===== src/rtl/dac_pack_if.sv =====
// Stream bundle around the dual-channel DAC packer: two sample inputs and one packed output.
// Handshake: a channel beat transfers on a rising clk edge where tvalid=1 and tready=1; the DAC
// side has no tready and takes M_AXIS_DAC_tdata on every edge where M_AXIS_DAC_tvalid=1.
interface dac_pack_if;
  logic [31:0] S_AXIS_CHA_tdata;
  logic        S_AXIS_CHA_tvalid;
  logic        S_AXIS_CHA_tready;
  logic [31:0] S_AXIS_CHB_tdata;
  logic        S_AXIS_CHB_tvalid;
  logic        S_AXIS_CHB_tready;
  logic [31:0] M_AXIS_DAC_tdata;
  logic        M_AXIS_DAC_tvalid;

  modport master (
    output S_AXIS_CHA_tdata, S_AXIS_CHA_tvalid,
    input  S_AXIS_CHA_tready,
    output S_AXIS_CHB_tdata, S_AXIS_CHB_tvalid,
    input  S_AXIS_CHB_tready,
    input  M_AXIS_DAC_tdata, M_AXIS_DAC_tvalid
  );

  modport slave (
    input  S_AXIS_CHA_tdata, S_AXIS_CHA_tvalid,
    output S_AXIS_CHA_tready,
    input  S_AXIS_CHB_tdata, S_AXIS_CHB_tvalid,
    output S_AXIS_CHB_tready,
    output M_AXIS_DAC_tdata, M_AXIS_DAC_tvalid
  );
endinterface


===== src/rtl/dac_pack.sv =====
// Packs two sample-and-hold control channels into one 32-bit dual-channel DAC word,
// with per-channel scaling, 14-bit saturation, staleness watchdog and clip counters.
module dac_pack #(
  parameter int IN_WIDTH     = 16,
  parameter int SHIFT        = 0,
  parameter int OFFSET_BIN   = 0,
  parameter int STALE_CYCLES = 1024
) (
  input  logic             clk,
  input  logic             rst_n,
  dac_pack_if.slave        bus,
  input  logic             clr_stats,
  output logic [1:0]       stale,
  output logic [15:0]      sat_count_a,
  output logic [15:0]      sat_count_b
);

  localparam int          CW        = $clog2(STALE_CYCLES + 1);
  localparam logic [CW-1:0] WD_MAX  = CW'(STALE_CYCLES);
  localparam logic [CW-1:0] WD_LAST = CW'(STALE_CYCLES - 1);
  localparam logic [13:0] CODE_INV  = (OFFSET_BIN != 0) ? 14'h2000 : 14'h0000;

  logic                ready_q;
  logic                out_vld;
  logic [31:0]         in_data  [2];
  logic                in_vld   [2];
  logic                accept   [2];
  logic [IN_WIDTH-1:0] s0_data  [2];
  logic                s0_vld   [2];
  logic [14:0]         sat_res  [2];
  logic [13:0]         s1_code  [2];
  logic                s1_vld   [2];
  logic [13:0]         hold     [2];
  logic [CW-1:0]       wd_cnt   [2];
  logic [15:0]         sat_cnt  [2];

  // {clip, code}: floor shift then clamp to the 14-bit signed range.
  function automatic logic [14:0] saturate(input logic [IN_WIDTH-1:0] d);
    logic signed [IN_WIDTH-1:0] xs;
    logic signed [32:0]         xw;
    xs = $signed(d) >>> SHIFT;
    xw = {{(33 - IN_WIDTH){xs[IN_WIDTH-1]}}, xs};
    if (xw > 33'sd8191)
      return {1'b1, 14'h1FFF};
    else if (xw < -33'sd8192)
      return {1'b1, 14'h2000};
    else
      return {1'b0, xw[13:0]};
  endfunction

  assign in_data[0] = bus.S_AXIS_CHA_tdata;
  assign in_data[1] = bus.S_AXIS_CHB_tdata;
  assign in_vld[0]  = bus.S_AXIS_CHA_tvalid;
  assign in_vld[1]  = bus.S_AXIS_CHB_tvalid;

  generate
    if (IN_WIDTH < 32) begin : g_unused
      logic unused_hi;
      assign unused_hi = ^{in_data[0][31:IN_WIDTH], in_data[1][31:IN_WIDTH]};
    end
  endgenerate

  always_comb begin
    for (int c = 0; c < 2; c++) begin
      accept[c]  = in_vld[c] & ready_q;
      sat_res[c] = saturate(s0_data[c]);
    end
  end

  always_ff @(posedge clk) begin
    if (!rst_n) begin
      ready_q <= 1'b0;
      out_vld <= 1'b0;
      stale   <= 2'b00;
      for (int c = 0; c < 2; c++) begin
        s0_data[c] <= '0;
        s0_vld[c]  <= 1'b0;
        s1_code[c] <= '0;
        s1_vld[c]  <= 1'b0;
        hold[c]    <= '0;
        wd_cnt[c]  <= '0;
        sat_cnt[c] <= '0;
      end
    end else begin
      ready_q <= 1'b1;
      out_vld <= 1'b1;
      for (int c = 0; c < 2; c++) begin
        s0_vld[c] <= accept[c];
        if (accept[c])
          s0_data[c] <= in_data[c][IN_WIDTH-1:0];

        s1_vld[c] <= s0_vld[c];
        if (s0_vld[c])
          s1_code[c] <= sat_res[c][13:0];

        if (accept[c]) begin
          wd_cnt[c] <= '0;
          stale[c]  <= 1'b0;
        end else if (wd_cnt[c] != WD_MAX) begin
          wd_cnt[c] <= wd_cnt[c] + 1'b1;
        end

        // The stale force wins over any code arriving on the same edge.
        if (!accept[c] && wd_cnt[c] == WD_LAST) begin
          stale[c] <= 1'b1;
          hold[c]  <= '0;
        end else if (s1_vld[c]) begin
          hold[c] <= s1_code[c];
        end

        if (clr_stats)
          sat_cnt[c] <= '0;
        else if (s0_vld[c] && sat_res[c][14] && sat_cnt[c] != 16'hFFFF)
          sat_cnt[c] <= sat_cnt[c] + 16'd1;
      end
    end
  end

  assign bus.S_AXIS_CHA_tready = ready_q;
  assign bus.S_AXIS_CHB_tready = ready_q;
  assign bus.M_AXIS_DAC_tvalid = out_vld;
  assign bus.M_AXIS_DAC_tdata  = {2'b00, hold[1] ^ CODE_INV, 2'b00, hold[0] ^ CODE_INV};
  assign sat_count_a = sat_cnt[0];
  assign sat_count_b = sat_cnt[1];

endmodule

===== src/flat_wrapper.sv =====
// flat-port wrapper written by rule: the top's interface ports become plain ports
module dac_pack_flat 
#(
  parameter int IN_WIDTH     = 16,
  parameter int SHIFT        = 0,
  parameter int OFFSET_BIN   = 0,
  parameter int STALE_CYCLES = 1024
)
  (clk, rst_n, clr_stats, stale, sat_count_a, sat_count_b, bus_S_AXIS_CHA_tdata, bus_S_AXIS_CHA_tvalid, bus_S_AXIS_CHA_tready, bus_S_AXIS_CHB_tdata, bus_S_AXIS_CHB_tvalid, bus_S_AXIS_CHB_tready, bus_M_AXIS_DAC_tdata, bus_M_AXIS_DAC_tvalid);
  dac_pack_if bus_i ();
  input  logic clk;
  input  logic rst_n;
  input  logic clr_stats;
  output logic [1:0] stale;
  output logic [15:0] sat_count_a;
  output logic [15:0] sat_count_b;
  input wire logic [$bits(bus_i.S_AXIS_CHA_tdata)-1:0] bus_S_AXIS_CHA_tdata;
  input wire logic [$bits(bus_i.S_AXIS_CHA_tvalid)-1:0] bus_S_AXIS_CHA_tvalid;
  output wire logic [$bits(bus_i.S_AXIS_CHA_tready)-1:0] bus_S_AXIS_CHA_tready;
  input wire logic [$bits(bus_i.S_AXIS_CHB_tdata)-1:0] bus_S_AXIS_CHB_tdata;
  input wire logic [$bits(bus_i.S_AXIS_CHB_tvalid)-1:0] bus_S_AXIS_CHB_tvalid;
  output wire logic [$bits(bus_i.S_AXIS_CHB_tready)-1:0] bus_S_AXIS_CHB_tready;
  output wire logic [$bits(bus_i.M_AXIS_DAC_tdata)-1:0] bus_M_AXIS_DAC_tdata;
  output wire logic [$bits(bus_i.M_AXIS_DAC_tvalid)-1:0] bus_M_AXIS_DAC_tvalid;
  assign bus_i.S_AXIS_CHA_tdata = bus_S_AXIS_CHA_tdata;
  assign bus_i.S_AXIS_CHA_tvalid = bus_S_AXIS_CHA_tvalid;
  assign bus_S_AXIS_CHA_tready = bus_i.S_AXIS_CHA_tready;
  assign bus_i.S_AXIS_CHB_tdata = bus_S_AXIS_CHB_tdata;
  assign bus_i.S_AXIS_CHB_tvalid = bus_S_AXIS_CHB_tvalid;
  assign bus_S_AXIS_CHB_tready = bus_i.S_AXIS_CHB_tready;
  assign bus_M_AXIS_DAC_tdata = bus_i.M_AXIS_DAC_tdata;
  assign bus_M_AXIS_DAC_tvalid = bus_i.M_AXIS_DAC_tvalid;
  dac_pack #(.IN_WIDTH(IN_WIDTH), .SHIFT(SHIFT), .OFFSET_BIN(OFFSET_BIN), .STALE_CYCLES(STALE_CYCLES)) u_core (.clk(clk), .rst_n(rst_n), .bus(bus_i), .clr_stats(clr_stats), .stale(stale), .sat_count_a(sat_count_a), .sat_count_b(sat_count_b));
endmodule

===== config.mk =====
export PLATFORM = sky130hd
export DESIGN_NAME = dac_pack_flat
export DESIGN_NICKNAME = d
export VERILOG_FILES = /design/src/rtl/dac_pack_if.sv /design/src/rtl/dac_pack.sv /design/src/flat_wrapper.sv
export SDC_FILE = /design/constraint.sdc
export NUM_CORES = 1
export LEC_CHECK = 0
export ABC_CLOCK_PERIOD_IN_PS = 6800
export BUFFER_PORTS_ARGS = -buffer_cell sky130_fd_sc_hd__buf_2
export CELL_PAD_IN_SITES_DETAIL_PLACEMENT = 1
export CELL_PAD_IN_SITES_GLOBAL_PLACEMENT = 1
export CORE_MARGIN = 2
export CORE_UTILIZATION = 30
export CTS_CLUSTER_SIZE = 12
export DETAILED_ROUTE_END_ITERATION = 8
export HOLD_SLACK_MARGIN = 0.1
export PLACE_DENSITY_LB_ADDON = 0.25
export SETUP_SLACK_MARGIN = 0.15
export SKIP_CTS_REPAIR_TIMING = 1
export SLEW_MARGIN = 20
export SYNTH_ARGS = -nofsm -noshare
export SYNTH_HDL_FRONTEND = slang
export SYNTH_SLANG_ARGS = --single-unit

===== constraint.sdc =====
create_clock -name clk -period 6.8 [get_ports clk]
set_input_delay 1.36 -clock clk [delete_from_list [all_inputs] [get_ports clk]]
set_output_delay 1.36 -clock clk [all_outputs]
set_load 0.02 [all_outputs]

* Yosys cells after proc, flatten, opt, wreduce, memory -nomap -nowiden
Memory sizes are Yosys's and may differ from the RTL's.
Index checks and enable logic that the tools add are counted.
** Word-level totals
- Flip-flop bits (word level) :: 3
- Latch bits :: 0
- Bits in writable memories :: 146
- Memory bits (read-only) :: 0
- Bits of input ports :: 69
- Word-level logic and storage cells :: 131
- Memories :: 7
** Memory list
- u_core.s0_data :: depth 2, width 16, read ports 2, clocked after memory_dff 0, wr ports 2, line dac_pack.sv:28 : logic [IN_WIDTH-1:0] s0_data [2];
- u_core.sat_cnt :: depth 2, width 16, read ports 2, clocked after memory_dff 0, wr ports 2, line dac_pack.sv:35 : logic [15:0] sat_cnt [2];
- u_core.hold :: depth 2, width 14, read ports 2, clocked after memory_dff 0, wr ports 2, line dac_pack.sv:33 : logic [13:0] hold [2];
- u_core.s1_code :: depth 2, width 14, read ports 2, clocked after memory_dff 0, wr ports 2, line dac_pack.sv:31 : logic [13:0] s1_code [2];
- u_core.wd_cnt :: depth 2, width 11, read ports 2, clocked after memory_dff 0, wr ports 2, line dac_pack.sv:34 : logic [CW-1:0] wd_cnt [2];
- u_core.s0_vld :: depth 2, width 1, read ports 2, clocked after memory_dff 0, wr ports 2, line dac_pack.sv:29 : logic s0_vld [2];
- 1 more memories
** Cells by class
- Add/subtract/negate cells :: 4
- Multipliers :: 0
- Divide/modulo/power cells :: 0
- Magnitude comparators :: 4
- Eq/ne operators :: 6
- Shift-type cells :: 0
- Multiplexer cells :: 75
- Bitwise logic cells :: 22
- Reduce and logical (&&, ||, !) cells :: 10
** Operator list (count)
- 16-bit 2-to-1 mux :: 6
- 14-bit 2-to-1 mux :: 6
- 15-bit 2-to-1 mux :: 4
- 1-bit 2-to-1 mux :: 55
- 11-bit 2-to-1 mux :: 4
- 16-bit by 1-bit adder with 16-bit output, second input constant :: 2
- 16-bit by 14-bit greater-than comparator with 1-bit output, second input constant :: 2
- 16-bit by 14-bit less-than comparator with 1-bit output, second input constant :: 2
- 16-bit != test, second input constant :: 2
- 11-bit by 1-bit adder with 11-bit output, second input constant :: 2
- 11-bit by 10-bit == test with 1-bit output, second input constant :: 2
- 11-bit != test, second input constant :: 2
- 1-bit bitwise OR :: 20
- 1-bit logical AND :: 6
- 2-bit nonzero test :: 2
- 1-bit bitwise AND :: 2
- 1-bit logical NOT :: 2

* Logic depth before layout (Yosys ltp)
An unclocked memory read counts as a cell.
- Depth in word-level cells :: 11
- Depth in mapped cells :: 6

* Worst setup path before layout
No wires, ideal clock.
- Path type :: input to register
- Start point :: input rst_n
- End point :: memory u_core.sat_cnt[1][0] (enable)
- Arrival time :: 2550 ps
- Required time :: 6428 ps
- Path slack :: 3878 ps
- Cell stages on the path :: 5
- Buffers on the path :: 1
- Path through :: nor2b_1 o211ai_1 a31o_2 buf_4 nand2_1
** RTL lines
- from (decl) :: line flat_wrapper.sv:12 : input logic rst_n;
- to (decl) :: line dac_pack.sv:35

==> impl_results.md <==
- CP Class: in2reg
- Top routing layer used: met4
- Final setup fails: 0
- CP delay by family, top: simple AND/OR/NAND/NOR gates
- Die height: 152 um
- Crit path cell chain: buf_2 -> nor2b_1 -> o211ai_1 -> a31o_2 -> nand2_1
- Die area: 0.0232 mm2
- DR vias: 4156
- Clock Latency Late Sink: 420 ps
- CP required: 6850 ps
- Gp weighted congestion: 0.772
- 1st-pass router iterations: 4
- Root buffer cell: clkbuf_16
- Lkg Pwr: 0.00301 uW
- Chip Width: 152 um
- Clock sink count: 149
- Final min period: 3200 ps
- H-tree levels: 4
- Critical path data arrival time: 3250 ps
- WL met3: 584 um
- IO buf count: 101
- Slowest library cell on the worst path: nand2_1
- Slew HR: 48.0%
- Initial DRC Count: 198
- Worst-path clk slew: 60 ps
- Prevailing post-synth register cell: edfxtp_1
- Synthesized area per cell: 12.7 um2
- Worst path max stage delay: 580 ps
- Met1 wire length: 6.37 mm
- Share of layout cells above drive strength 1: 23.0%
- Hold Crit Class: reg2reg
- CTS Buf Count: 17
- DR WL/cell: 14.7 um
- Top cells by area, synth: edfxtp_1 (65%), nor2_1 (4.5%), xnor2_1 (3.8%)
- Final Net Count: 696
- Hold Slack: 470 ps
- FF-to-FF End: u_core.sat_cnt[1][4]
- Post-synth top area share: 64.5%
- Pwr dens: 269 mW/mm2
- CP Depth: 5
- DRC Markers: 0
- Post-synthesis async set-or-reset flop share: 0%
- # rows: 54
- Worst slew pin tran: 777 ps
- Post-DP HPWL: 9.94 mm
- R2R cell count: 5
- # diodes: 0
- Max_cap viols: 0
- Vias in the first global route: 4341
- Largest net degree at the start of global routing: 33
- Sequential cell area fraction in the yosys report: 66.7%
- Setup TNS Final: 0 ps
- Synth Register Bits: 149
- Worst vdd ir: 0.000153 V
- Synthesis Warnings: 0
- Initial Utilization: 30.5%
- Initial antenna violation count: 0
- TritonCTS clock tree: done
- Top Ports: 138
- Crit. Startpoint: rst_n
- Worst clock skew: 15.1 ps
- Antenna Nets Post-Route: 0
- Critical Path Sink: u_core.sat_cnt[0][3]
- Max Fclk: 0.312 GHz
- Startpoint types: primary input
- Synth cell types: 46
- Reg2Reg Launch Point: u_core.sat_cnt[1][0]
- Max Buffers Root-to-Sink: 2
- Final hold vios: 0
- Worst path bufs/invs: 1
- GRT Total Usage: 12.0%
- RSZ-0062 raised after global routing: no
- Via-to-Cell Ratio: 4.55
- Slew Viols, Final: 0
- Synthesized cell area: 0.00661 mm2
- Critical Path Fanout Max: 16
- Grt ovf: 0
- Number of synthesized flops with an enable pin: 142
- Crit. End Element: flip-flop
- Cells after synthesis: 520
- Area Growth Syn to Fin: 20.5%
- Met2 wire len: 6.29 mm
- Final period utilization: 47.1%
- Core area: 0.0217 mm2
- DRT Wirelength: 13.4 mm
- R2R Setup Slk: 4140 ps
- First-pass GRT wire length: 22.1 mm
- Yosys top cell by area: edfxtp_1
- Status: completed
worst min-delay path, cell delays in order, from the launching register on:
cell and delay [ps]:
dfxtp_1 320, inv_1 50, a21oi_1 50
power by group:
group | total [uW] | leakage, uW | internal, uW | switching (uW)
clock network | 954 | 0.000285 | 580 | 373
registers | 1070 | 0.00164 | 1050 | 24.8
logic | 116 | 0.00109 | 38.5 | 77.0
total | 2140 | 0.00301 | 1660 | 475
synth_stat cells (all sizes together) (3+ instances only):
cell,number
nor3,10
ha,6
clkbuf,9
buf,13
nor4,9
a21oi,6
nand2,31
nand3,20
nor2,80
inv,22
xnor2,29
edfxtp,142
and3,3
and2,18
o21a,26
and4,4
dfxtp,7
nor2b,33
xor2,13
nand4,13
metal layers:
metal,global-route usage [%],vias to the layer above
met4,4.36,0
met2,19.5,88
met3,3.70,16
met5,0,-
li1,-,2042
met1,15.1,2010
cell type report:
class,instances,area (um2)
Clock buffer,18,429
Clock inverter,14,178
Fill cell,2355,13700
Inverter,22,82.6
Multi-Input combinational cell,330,2010
Sequential cell,149,4400
Tap cell,280,350
Timing Repair Buffer,101,505
registers in the layout, summed over array words and instances, names as in the netlist:
register,count
u_core.bus.S_AXIS_CHA_tready,1
u_core.stale,2
u_core.sat_cnt,32
u_core.s1_code,28
u_core.hold,28
u_core.s1_vld,2
u_core.s0_data,32
u_core.s0_vld,2
u_core.wd_cnt,22
kinds of logic after synthesis:
logic type                 synth area share (%)
AOI/OAI and AO/OA                          5.23
xor gates and xnor gates                   5.57
adders and majority gates                  1.14
buffers and inverters                      3.24
DFF                                        66.7
other                                    0.0568
and+or+nand+nor                            18.1
metrics by stage:
step / setup WS [ps] / power, uW / util [%] / cells / instance area (um2)
CTS: 3530 / 2170 / 36.7 / 914 / 7950
detailed placement: 3060 / 1210 / 33.9 / 882 / 7340
global placement: 3110 / 1200 / 33.9 / 882 / 7340
global route: 3340 / 2220 / 36.7 / 914 / 7960
floorplan: 3880 / 1160 / - / 523 / 6620
finish: 3600 / 2140 / 36.7 / 914 / 7960
worst min-delay path by stage:
| stage | from | endpoint | slack, ps | depth (start not counted) |
|---|---|---|---|---|
| after floorplan | u_core.s0_vld[0][0] | u_core.s1_vld[0][0] | 460 | 1 |
| after global placement | u_core.stale[1] | u_core.stale[1] | 460 | 2 |
| after detailed placement | u_core.stale[1] | u_core.stale[1] | 460 | 2 |
| after CTS | u_core.stale[1] | u_core.stale[1] | 470 | 2 |
| after global routing | u_core.stale[1] | u_core.stale[1] | 500 | 2 |
| final | u_core.stale[1] | u_core.stale[1] | 470 | 2 |
placed cells by master (no fill, tap or decap), types with 2 or more instances in the layout:
cell type and count:
o21a_1 26, nand4_1 12, buf_2 101, a21oi_1 5
nand3_1 19, clkinv_4 5, nand2b_1 2, ha_1 6
nor2b_1 33, and2_1 17, o21ba_2 2, conb_1 4
a21boi_0 2, bufinv_16 3, or2_2 2, o31ai_1 2
inv_1 22, xor2_1 13, and4_1 4, nand2_1 31
clkinvlp_4 3, dfxtp_1 7, nor4_1 7, a31o_2 2
and3_1 3, edfxtp_1 142, o211ai_1 2, inv_6 2
nor3_1 10, o21ai_0 2, xnor2_1 29, clkbuf_16 17
nor2_1 79
Note: power is estimated with default switching activity, not from simulation.
